File: config.mk
export PLATFORM = sky130hd
export DESIGN_NAME = pe_mp_lanes
export DESIGN_NICKNAME = d
export VERILOG_FILES = /design/src/rtl/pe_mp_pkg.sv /design/src/rtl/pe_mp_lane.sv /design/src/rtl/pe_mp_lanes.sv
export SDC_FILE = /design/constraint.sdc
export NUM_CORES = 1
export LEC_CHECK = 0
export BUFFER_PORTS_ARGS = -buffer_cell sky130_fd_sc_hd__buf_2
export CORE_MARGIN = 1
export CORE_UTILIZATION = 25
export DETAILED_ROUTE_END_ITERATION = 10
export GPL_ROUTABILITY_DRIVEN = 0
export PLACE_DENSITY = 0.38
export SLEW_MARGIN = 20
export SYNTH_ARGS = -nofsm -noshare
export SYNTH_HDL_FRONTEND = slang
export SYNTH_SLANG_ARGS = --single-unit
File: constraint.sdc
create_clock -name clk -period 9.3 [get_ports clk]
set_clock_uncertainty 0.1 [all_clocks]
set_input_delay 0.465 -clock clk [delete_from_list [all_inputs] [get_ports clk]]
set_output_delay 0.465 -clock clk [all_outputs]
set_load 0.005 [all_outputs]
File: src/rtl/pe_mp_pkg.sv
// Shared types and helpers for the multi-precision multi-lane PE.
// Latency: n/a (types and pure functions only).
// Backpressure: n/a.
package pe_mp_pkg;

    typedef enum logic [1:0] {
        MODE_8X8   = 2'd0,
        MODE_8X16  = 2'd1,
        MODE_16X16 = 2'd2
    } mode_e;

    typedef enum logic [1:0] {
        IDLE = 2'd0,
        RUN  = 2'd1,
        STEP = 2'd2,
        HOLD = 2'd3
    } state_e;

    // Sub-product index bits: bit 0 picks the upper weight word (B1),
    // bit 1 picks the upper A half (Ahi). Shift follows from the same bits.
    localparam int SEL_B1_BIT  = 0;
    localparam int SEL_AHI_BIT = 1;

    // Number of sub-product steps needed per operand beat.
    function automatic logic [2:0] steps_for(input mode_e m);
        case (m)
            MODE_8X16:  return 3'd2;
            MODE_16X16: return 3'd4;
            default:    return 3'd1;
        endcase
    endfunction

endpackage

File: src/rtl/pe_mp_lane.sv
// One PE lane: piece mux, signed-configurable A_W x B_W multiply, shift, accumulate.
// Latency: one sub-product accumulated per enabled cycle; result register loads on fin.
// Backpressure: none locally; the top level gates acc_en/fin.
module pe_mp_lane
    import pe_mp_pkg::*;
#(
    parameter int A_W   = 8,
    parameter int B_W   = 8,
    parameter int RES_W = 32
) (
    input  logic                 clk,
    input  logic                 reset,
    input  logic [2*A_W-1:0]     a_in,
    input  logic                 a_load,
    input  logic                 use_reg,
    input  logic [1:0]           idx,
    input  logic [1:0]           mode,
    input  logic                 sign_a,
    input  logic                 sign_b,
    input  logic [B_W-1:0]       b0,
    input  logic [B_W-1:0]       b1,
    input  logic                 acc_clr,
    input  logic                 acc_en,
    input  logic                 fin,
    output logic [RES_W-1:0]     res
);

    localparam int PW = A_W + B_W + 2;

    logic [2*A_W-1:0]      a_reg;
    logic [2*A_W-1:0]      a_cur;
    logic [A_W-1:0]        a_pc;
    logic [B_W-1:0]        b_pc;
    logic                  a_sgn;
    logic                  b_sgn;
    logic signed [A_W:0]   a_ext;
    logic signed [B_W:0]   b_ext;
    logic signed [PW-1:0]  a_w;
    logic signed [PW-1:0]  b_w;
    logic signed [PW-1:0]  prod;
    logic [RES_W-1:0]      prod_x;
    logic [RES_W-1:0]      term;
    logic [RES_W-1:0]      acc;
    logic [RES_W-1:0]      acc_nxt;

    // Select pieces, apply per-piece signedness, multiply, align and add.
    always_comb begin
        a_cur  = use_reg ? a_reg : a_in;
        a_pc   = idx[SEL_AHI_BIT] ? a_cur[2*A_W-1:A_W] : a_cur[A_W-1:0];
        b_pc   = idx[SEL_B1_BIT] ? b1 : b0;
        // Only the top piece of each operand carries the sign.
        a_sgn  = sign_a & (idx[SEL_AHI_BIT] == (mode == MODE_16X16));
        b_sgn  = sign_b & (idx[SEL_B1_BIT] == (mode != MODE_8X8));
        a_ext  = $signed({a_sgn & a_pc[A_W-1], a_pc});
        b_ext  = $signed({b_sgn & b_pc[B_W-1], b_pc});
        a_w    = PW'(a_ext);
        b_w    = PW'(b_ext);
        prod   = a_w * b_w;
        prod_x = RES_W'(prod);
        case (idx)
            2'd0:    term = prod_x;
            2'd1:    term = prod_x << B_W;
            2'd2:    term = prod_x << A_W;
            default: term = prod_x << (A_W + B_W);
        endcase
        acc_nxt = acc + term;
    end

    // Hold the lane operand for the remaining steps of a multi-step beat.
    always_ff @(posedge clk) begin
        if (reset)
            a_reg <= '0;
        else if (a_load)
            a_reg <= a_in;
    end

    // Accumulate; on the final step publish acc+product and restart from zero.
    always_ff @(posedge clk) begin
        if (reset) begin
            acc <= '0;
            res <= '0;
        end else if (acc_clr) begin
            acc <= '0;
        end else if (acc_en) begin
            if (fin) begin
                res <= acc_nxt;
                acc <= '0;
            end else begin
                acc <= acc_nxt;
            end
        end
    end

endmodule

File: src/rtl/pe_mp_lanes.sv
// Multi-lane multi-precision MAC PE with shared streamed weight memory.
// Latency: out_valid the cycle after the last sub-step of beat acc_len (mode0/acc_len=1: 1 cycle).
// Backpressure: a pending unaccepted result blocks in_ready and the next result's final step.
module pe_mp_lanes
    import pe_mp_pkg::*;
#(
    parameter int LANES = 2,
    parameter int A_W   = 8,
    parameter int B_W   = 8,
    parameter int B_D   = 4,
    parameter int RES_W = 32,
    parameter int LEN_W = 8
) (
    input  logic                        clk,
    input  logic                        reset,
    input  logic                        start,
    input  logic [1:0]                  mode,
    input  logic [LEN_W-1:0]            acc_len,
    input  logic                        sign_a,
    input  logic                        sign_b,
    output logic                        busy,
    input  logic                        w_wr_en,
    input  logic [$clog2(B_D)-1:0]      w_wr_addr,
    input  logic [B_W-1:0]              w_wr_data,
    input  logic                        in_valid,
    output logic                        in_ready,
    input  logic [LANES*2*A_W-1:0]      in_a,
    output logic                        out_valid,
    input  logic                        out_ready,
    output logic [LANES*RES_W-1:0]      out_res
);

    localparam int PTR_W = $clog2(B_D);

    state_e             state;
    mode_e              mode_q;
    logic [LEN_W-1:0]   len_q;
    logic [LEN_W-1:0]   beat_q;
    logic [2:0]         step_q;
    logic [PTR_W-1:0]   ptr_q;
    logic               sign_a_q;
    logic               sign_b_q;
    logic [B_W-1:0]     wmem [B_D];

    logic [B_W-1:0]     b0;
    logic [B_W-1:0]     b1;
    logic [2:0]         n_steps;
    logic               stall_out;
    logic               accept;
    logic               last_step;
    logic               do_acc;
    logic               beat_done;
    logic               job_done;
    logic               acc_clr;
    logic [1:0]         idx;
    logic [PTR_W-1:0]   ptr_adv;

    // Handshake and sequencing decode from the current state.
    always_comb begin
        n_steps   = steps_for(mode_q);
        stall_out = out_valid && !out_ready;
        in_ready  = (state == RUN) && !stall_out;
        accept    = in_valid && in_ready;
        last_step = (state == STEP) && (step_q == n_steps - 3'd1);
        do_acc    = accept || ((state == STEP) && !(last_step && stall_out));
        beat_done = (accept && (n_steps == 3'd1)) || (last_step && !stall_out);
        job_done  = beat_done && (beat_q == len_q - LEN_W'(1));
        idx       = (state == STEP) ? step_q[1:0] : 2'd0;
        acc_clr   = (state == IDLE) && start;
        ptr_adv   = (mode_q == MODE_8X8) ? PTR_W'(1) : PTR_W'(2);
        b0        = wmem[ptr_q];
        b1        = wmem[ptr_q + PTR_W'(1)];
        busy      = (state != IDLE);
    end

    // Weight memory: plain storage, deliberately left out of reset.
    always_ff @(posedge clk) begin
        if (w_wr_en)
            wmem[w_wr_addr] <= w_wr_data;
    end

    // Job FSM, beat/step counters, weight pointer and result valid.
    always_ff @(posedge clk) begin
        if (reset) begin
            state     <= IDLE;
            mode_q    <= MODE_8X8;
            len_q     <= '0;
            beat_q    <= '0;
            step_q    <= '0;
            ptr_q     <= '0;
            sign_a_q  <= 1'b0;
            sign_b_q  <= 1'b0;
            out_valid <= 1'b0;
        end else begin
            if (out_valid && out_ready)
                out_valid <= 1'b0;
            if (job_done)
                out_valid <= 1'b1;
            if (beat_done) begin
                ptr_q  <= ptr_q + ptr_adv;
                beat_q <= job_done ? '0 : beat_q + LEN_W'(1);
            end
            case (state)
                IDLE: begin
                    if (start) begin
                        state    <= RUN;
                        mode_q   <= (mode == 2'd3) ? MODE_8X8 : mode_e'(mode);
                        len_q    <= (acc_len == '0) ? LEN_W'(1) : acc_len;
                        sign_a_q <= sign_a;
                        sign_b_q <= sign_b;
                        ptr_q    <= '0;
                        beat_q   <= '0;
                        step_q   <= '0;
                    end
                end
                RUN: begin
                    if (accept && (n_steps != 3'd1)) begin
                        state  <= STEP;
                        step_q <= 3'd1;
                    end else if (job_done) begin
                        state <= start ? RUN : HOLD;
                    end
                end
                STEP: begin
                    if (last_step) begin
                        if (!stall_out) begin
                            step_q <= '0;
                            state  <= (job_done && !start) ? HOLD : RUN;
                        end
                    end else begin
                        step_q <= step_q + 3'd1;
                    end
                end
                HOLD: begin
                    if (!stall_out && !start)
                        state <= IDLE;
                end
                default: state <= IDLE;
            endcase
        end
    end

    for (genvar i = 0; i < LANES; i++) begin : g_lane
        pe_mp_lane #(
            .A_W   (A_W),
            .B_W   (B_W),
            .RES_W (RES_W)
        ) u_lane (
            .clk     (clk),
            .reset   (reset),
            .a_in    (in_a[i*2*A_W +: 2*A_W]),
            .a_load  (accept),
            .use_reg (state == STEP),
            .idx     (idx),
            .mode    (mode_q),
            .sign_a  (sign_a_q),
            .sign_b  (sign_b_q),
            .b0      (b0),
            .b1      (b1),
            .acc_clr (acc_clr),
            .acc_en  (do_acc),
            .fin     (job_done),
            .res     (out_res[i*RES_W +: RES_W])
        );
    end

endmodule

* Word level (Yosys, flattened, before mapping)
Memories as Yosys holds them, arrays and structs flattened. A register that Yosys moved wholly into a read port is not among the register bits.
Index checks and enable logic that the tools add are counted.
** Word-level totals
- Bits in writable memories :: 32
- Logic and storage cells :: 127
- Output and inout bits :: 67
- Bits of input ports :: 60
- Memories :: 1
- Bits in registers :: 188
** Cells by class
- Reductions and logical operators :: 34
- Add/sub/neg operators :: 8
- Mux-type cells :: 40
- Bitwise operators :: 6
- Equality and inequality tests :: 21
- $mul :: 2
** Memory list
- wmem :: depth 4, width 8, rd ports 2, clocked after memory_dff 1, write ports 1, line pe_mp_lanes.sv:43 : logic [B_W-1:0] wmem [B_D];
** Operator list (count)
- 32-bit one-hot mux with 2 select lines :: 2
- 32-bit adder :: 2
- 32-bit 2-to-1 mux :: 2
- 8-bit 2-to-1 mux :: 8
- 9-bit by 9-bit multiplier with 18-bit output :: 2
- 16-bit 2-to-1 mux :: 2
- 2-bit 2-to-1 mux :: 15
- 1-bit logical AND :: 14
- 3-bit 2-to-1 mux :: 4
- 2-bit == test (second input constant) :: 5
- 3-bit one-hot mux with 3 select lines :: 1
- 8-bit by 1-bit adder with 8-bit output (second input constant) :: 1
- 8-bit == test :: 1
- 8-bit logical NOT :: 1
- 2-bit != test (second input constant) :: 4
- 2-bit one-hot mux with 4 select lines :: 1
- 8-bit by 1-bit subtractor with 8-bit output (second input constant) :: 1
- 2-bit by 1-bit == test with 1-bit output (second input constant) :: 3
- 2-bit logical NOT :: 3
- 3-bit one-hot mux with 2 select lines :: 1
- 2-bit nonzero test :: 3
- 1-bit bitwise AND :: 5
- 5-bit AND reduction :: 1
- 1-bit logical NOT :: 4
- other kinds (19) :: 25

* Logic depth before layout (Yosys ltp)
- Depth after elaboration :: 13
- Mapped depth :: 43
- Mapped depth without buffers :: 41

* Modules after synthesis
Synthesis repeated with hierarchy kept, for this count alone.
** Second synthesis, totals
- Cell total of the unflattened synthesis :: 2190
- Area total of the unflattened synthesis :: 19297.3 µm²
** Modules (own cells, without submodules)
- pe_mp_lane (g_lane[1].u_lane) :: area each 8044.0 µm², cells each 946, instances 1, seq. area each 1601.5 µm²
- pe_mp_lane (g_lane[0].u_lane) :: area each 8006.4 µm², cells each 955, instances 1, seq. area each 1601.5 µm²
- pe_mp_lanes :: area each 3246.9 µm², cells each 289, instances 1, seq. area each 1521.5 µm²

* Worst setup path after synthesis
No wires, ideal clock.
- Kind :: reg2reg
- Start :: register state[0]
- End :: register g_lane[0].u_lane.res[31]
- Buffers on the path :: 2
- Required time :: 9138 ps
- Path slack :: 194 ps
- Period minus slack after synthesis :: 9106 ps
- Data arrival time :: 8944 ps
- Cell stages (with the launch flop) :: 40
- Library setup time :: 62 ps
- Cell sequence :: dfxtp_1 -> inv_1 -> ha_1 -> clkinv_1 -> nor2_2 -> clkinv_1 -> clkbuf_1 -> nand3b_1 -> o21ai_0 -> a221oi_1 -> clkbuf_1 -> nor2_1 -> fa_1 -> inv_1 -> fa_1 -> inv_1 -> fa_1 -> fa_1 -> [... 4 more ...] -> o21a_1 -> o31a_1 -> o31ai_1 -> nand3_1 -> a21o_1 -> a31o_2 -> a21oi_1 -> a21oi_1 -> ha_1 -> and3_1 -> and3_1 -> nand2_1 -> a311oi_1 -> o21ba_2 -> a211oi_1 -> xor2_1 -> or4_1 -> nand3_1
** On the way
- Cells in the longest elaborated chain, start to end :: 8
- Elaborated cells on any way between the ends :: 34
- Classes of those cells :: add/sub (1); mul (1); eq/ne (6); mux (5); bitwise (5); reduce/logical (16)
** RTL lines
- start: declaration :: line pe_mp_lanes.sv:35 : state_e state;
- start signal: assignment :: line pe_mp_lanes.sv:121 : state <= start ? RUN : HOLD;
- start signal: assignment :: line pe_mp_lanes.sv:128 : state <= (job_done && !start) ? HOLD : RUN;
- 2-bit == test
- 2-bit 2-to-1 mux :: line pe_mp_lanes.sv:68 : idx = (state == STEP) ? step_q[1:0] : 2'd0;
- 1-bit == test (on tied branches) :: line pe_mp_lane.sv:52, pe_mp_lane.sv:53
- 1-bit bitwise AND (on tied branches) :: line pe_mp_lane.sv:52, pe_mp_lane.sv:53
- 1-bit bitwise AND (on tied branches) :: line pe_mp_lane.sv:54, pe_mp_lane.sv:55
- 9-bit by 9-bit multiplier with 18-bit output :: line pe_mp_lane.sv:58 : prod = a_w * b_w;
- 32-bit one-hot mux with 2 select lines :: line pe_mp_lane.sv:60 : case (idx)
- 32-bit adder :: line pe_mp_lane.sv:66 : acc_nxt = acc + term;
- end signal: assignment :: line pe_mp_lane.sv:86 : res <= acc_nxt;
- end: declaration :: line pe_mp_lane.sv:25 : output logic [RES_W-1:0] res
Several ways; a longest one is shown, not always the timed one.
A chain may end at the register's enable or synchronous reset.

* Final worst setup path
- Start :: register state[0]
- End :: register g_lane[1].u_lane.acc[29]
** On the way
- Cells in the longest elaborated chain, start to end :: 9
- Elaborated cells on any way between the ends :: 34
- Classes of those cells :: add/sub (1); mul (1); eq/ne (6); mux (6); bitwise (4); reduce/logical (16)
** RTL lines
- 2-bit == test
- 2-bit 2-to-1 mux :: line pe_mp_lanes.sv:68
- 1-bit == test (on tied branches) :: line pe_mp_lane.sv:52, pe_mp_lane.sv:53
- 1-bit bitwise AND (on tied branches) :: line pe_mp_lane.sv:52, pe_mp_lane.sv:53
- 1-bit bitwise AND (on tied branches) :: line pe_mp_lane.sv:54, pe_mp_lane.sv:55
- 9-bit by 9-bit multiplier with 18-bit output :: line pe_mp_lane.sv:58
- 32-bit one-hot mux with 2 select lines :: line pe_mp_lane.sv:60
- 32-bit adder :: line pe_mp_lane.sv:66
- 32-bit 2-to-1 mux :: line pe_mp_lane.sv:85 : if (fin) begin
- end signal: assignment :: line pe_mp_lane.sv:89 : acc <= acc_nxt;
- end: declaration :: line pe_mp_lane.sv:43 : logic [RES_W-1:0] acc;
Several ways; a longest one is shown, not always the timed one.

==> impl_results.md <==
* Antenna diodes at 0
* Drt first pass iters at 5
* Crit Path Max Fanout at 14
* CTS Root Cell: clkbuf_16
* Chip Width at ~280 um
* Final period util at 0.943
* Main synth FF type: dfxtp_1
* Max VDD drop at about 0.00020 V
* Max-slew violations at 0
* Top flop regs: g_lane.u_lane.acc (64), g_lane.u_lane.res (64)
* Min-Delay Startpoint: w_wr_data[2]
* Reg clk slew, reported paths at ~0.060 ns
* Place WS at ~0.032 ns
* Post-Syn Area at 0.0189 mm^2
* Clock Sinks at 220
* Ys Warns at 0
* Die ar. at 0.0767 mm^2
* Max clock buf depth at 3
* Slowest library cell on the worst path: fa_1
* Mean Syn Cell Area at 8.14 um^2
* Post-synth EDFFs at 32
* WP data arrival at between 9 and 10 ns
* Worst setup slack after layout at 0.532 ns
* M1 GR Usage at 0.225
* Max Cap Viol at 0
* Drt drc at 0
* Gr usage total at 0.166
* RR Startpoint: state[0]
* Sequential area share after synthesis at 0.250
* Crit end category: flop
* CP max stage delay at 0.56 ns
* Routed Antenna Nets at 0
* Cell area after layout at around 0.023 mm^2
* Num CTS Buffers at 30
* Ports at about 130
* Netlist cell types at 79
* Routing usage on met3 at 0.0249
* Fmax at between 100 and 150 MHz
* Area grow syn2layout at 20.8%
* FF+latch area at around 0.0047 mm^2
* Initial antenna violation count at 1
* Crit path time final at approximately 8.8 ns
* WL final at 63,400 um
* Largest net degree at the start of global routing at 71
* R2r worst-path depth at 43
* Share of post-route cells with drive strength above 1 at 0.156
* Startpoint types: flop
* H-tree depth at 1
* Setup CP Type: reg -> reg
* Slew margin rel. at 0.318
* Global-route layer with the greatest usage: met2
* DP Wirelength at roughly 50,000 um
* Leak at roughly 10 nW
* Endpoints failing setup at 0
* IO buf count at roughly 130
* Skew-Pair Late Insertion Delay at just over 0.6 ns
* Syn Nets at between 2,000 and 3,000
* Met2 usage at 0.273
* CTS tree: yes
* Final nets at ~2,900
* Post-synthesis register bit count at 220
* Initial Util at 0.253
* Asr flop ratio synth at 0
* Fillers at 8,105
* Site Rows at 100
* Hold Path End: wmem[1][2]
* Status: finished, final reports clean
* Syn Inst Count at approximately 2,300
* WL per Instance at ~18 um
* Area of the multi-input gates at around 0.013 mm^2
* Worst-Margin Slew at approximately 1.0 ns
* First-pass GRT wire length at a little over 100,000 um
* Hold Path Stages at 1
* Vias in the first global route at 17,408
* Grt ovf at 0
* Worst hold path class: in -> reg
* Worst hold slack at approximately 0.027 ns
* Reg2Reg Setup Slack at around 0.53 ns
* Worst Path Required at 9.65 ns
* RSZ-0062 raised after global routing: true
* Reg2reg end: g_lane[1].u_lane.acc[29]
* Vias/cell at 4.80
* Final hold violation count at 0
* Total core area at 0.0746 mm^2
* Vias at between 15,000 and 20,000
* Initial detailed-routing violation count at 850
* Height of the die at 277 um
* P per Cell Area at roughly 330 mW/mm^2
* Dpl cell area at between 0.02 and 0.025 mm^2
routing by layer:
layer | part of all wire | vias to the layer above
met5 | 0.00021 | -
met4 | 0.025 | 2
met3 | 0.044 | 92
met2 | 0.46 | 358
met1 | 0.47 | 8164
li1 | - | 8274
cell usage in the layout (no fill, tap or decap), drive strengths merged, types with 14 or more instances in the layout:
master,instances
nand2,335
buf,271
nor2,244
a21oi,244
inv,228
dfxtp,188
ha,153
fa,142
o21ai,73
xnor2,70
a21o,61
nand3,48
clkbuf,38
xor2,36
edfxtp,32
nand2b,30
mux2i,25
nor3,25
a22oi,20
a211oi,19
and3,16
o21a,15
nand4,15
nor2b,14
report_power, final:
group / switching, mW / internal (mW)
logic: 3.15 / 2.12
clock network: 0.487 / 0.703
registers: 0.0398 / 1.02
total: 3.68 / 3.85
stage by stage:
stage	TNS (ns)	cells	power, mW	utilization
2_1_floorplan	0	2321	4.40	-
3_3_place_gp	0	3446	6.20	0.287
3_5_place_dp	0	3446	6.19	0.287
4_1_cts	0	3510	7.47	0.302
5_1_grt	-0.0109	3521	8.24	0.306
6_report	0	3521	7.52	0.306
cell families after synthesis:
kind of cell	count (synthesis)	share of synthesized area
xor+xnor	106	0.0491
compound gates	553	0.183
mux	25	0.0132
simple gates	791	0.186
flops	220	0.250
buf+inv	331	0.0670
fa+ha+maj	295	0.252
how the worst max path moves through the flow:
stage | cells after the start | slack [ns] | end | from
final | 43 | 0.53 | g_lane[1].u_lane.acc[29] | state[0]
after detailed placement | 39 | 0.03 | g_lane[0].u_lane.res[31] | state[0]
after CTS | 39 | 0.008 | g_lane[0].u_lane.res[31] | state[0]
after global routing | 42 | -0.007 | g_lane[0].u_lane.res[24] | state[0]
after global placement | 39 | 0.14 | g_lane[0].u_lane.res[31] | state[0]
after floorplan | 39 | 0.19 | g_lane[0].u_lane.res[31] | state[0]
critical path: cells and delay by family (launching register included):
| family | cells | cell delay, ns |
|---|---|---|
| DFF | 1 | 0.33 |
| adders and majority gates | 8 | 3.35 |
| buffers and inverters | 12 | 1.37 |
| AOI/OAI and AO/OA | 16 | 2.56 |
| and+or+nand+nor | 5 | 0.57 |
| xor gates and xnor gates | 2 | 0.35 |
Yosys cell counts (all sizes together), types with 4 or more instances:
| cell | instances | share of area |
|---|---|---|
| nand2 | 335 | 0.067 |
| a21oi | 244 | 0.065 |
| nor2 | 244 | 0.049 |
| inv | 224 | 0.045 |
| dfxtp | 188 | 0.20 |
| ha | 153 | 0.10 |
| fa | 142 | 0.15 |
| clkbuf | 79 | 0.016 |
| o21ai | 73 | 0.019 |
| xnor2 | 70 | 0.032 |
| a21o | 61 | 0.024 |
| nand3 | 48 | 0.013 |
| xor2 | 36 | 0.017 |
| edfxtp | 32 | 0.051 |
| nand2b | 30 | 0.0099 |
| buf | 26 | 0.0064 |
| mux2i | 25 | 0.013 |
| nor3 | 25 | 0.0081 |
| a22oi | 20 | 0.0079 |
| a211oi | 19 | 0.0075 |
| and3 | 16 | 0.0053 |
| nand4 | 15 | 0.0050 |
| o21a | 15 | 0.0060 |
| nor2b | 14 | 0.0046 |
| a31oi | 13 | 0.0043 |
| nand3b | 13 | 0.0052 |
| nor3b | 13 | 0.0052 |
| or3 | 13 | 0.0043 |
| a22o | 12 | 0.0056 |
| o31ai | 12 | 0.0050 |
| o211ai | 9 | 0.0036 |
| a21boi | 8 | 0.0032 |
| o21bai | 7 | 0.0028 |
| o22ai | 7 | 0.0023 |
| a221oi | 6 | 0.0031 |
| or2 | 6 | 0.0020 |
| a31o | 5 | 0.0023 |
| and2 | 4 | 0.0013 |
| nor4 | 4 | 0.0013 |
| o31a | 4 | 0.0019 |
| o41ai | 4 | 0.0019 |
final cells by class:
cell class,count,share of cell area
timing repair buffer,281,0.0813
tap,969,0.0531
sequential,220,0.207
inverter,226,0.0372
clock inverter,17,0.00883
clock buffer,38,0.0355
multi-input combinational,1770,0.577
what timing repair did:
item,CTS,global route
setup buffers,0,9
hold buffers,9,0
gates resized for setup,0,61
hold endpoints to repair,21,0
setup endpoints to repair,0,55
No activity file was read; power rests on OpenSTA's default activity.
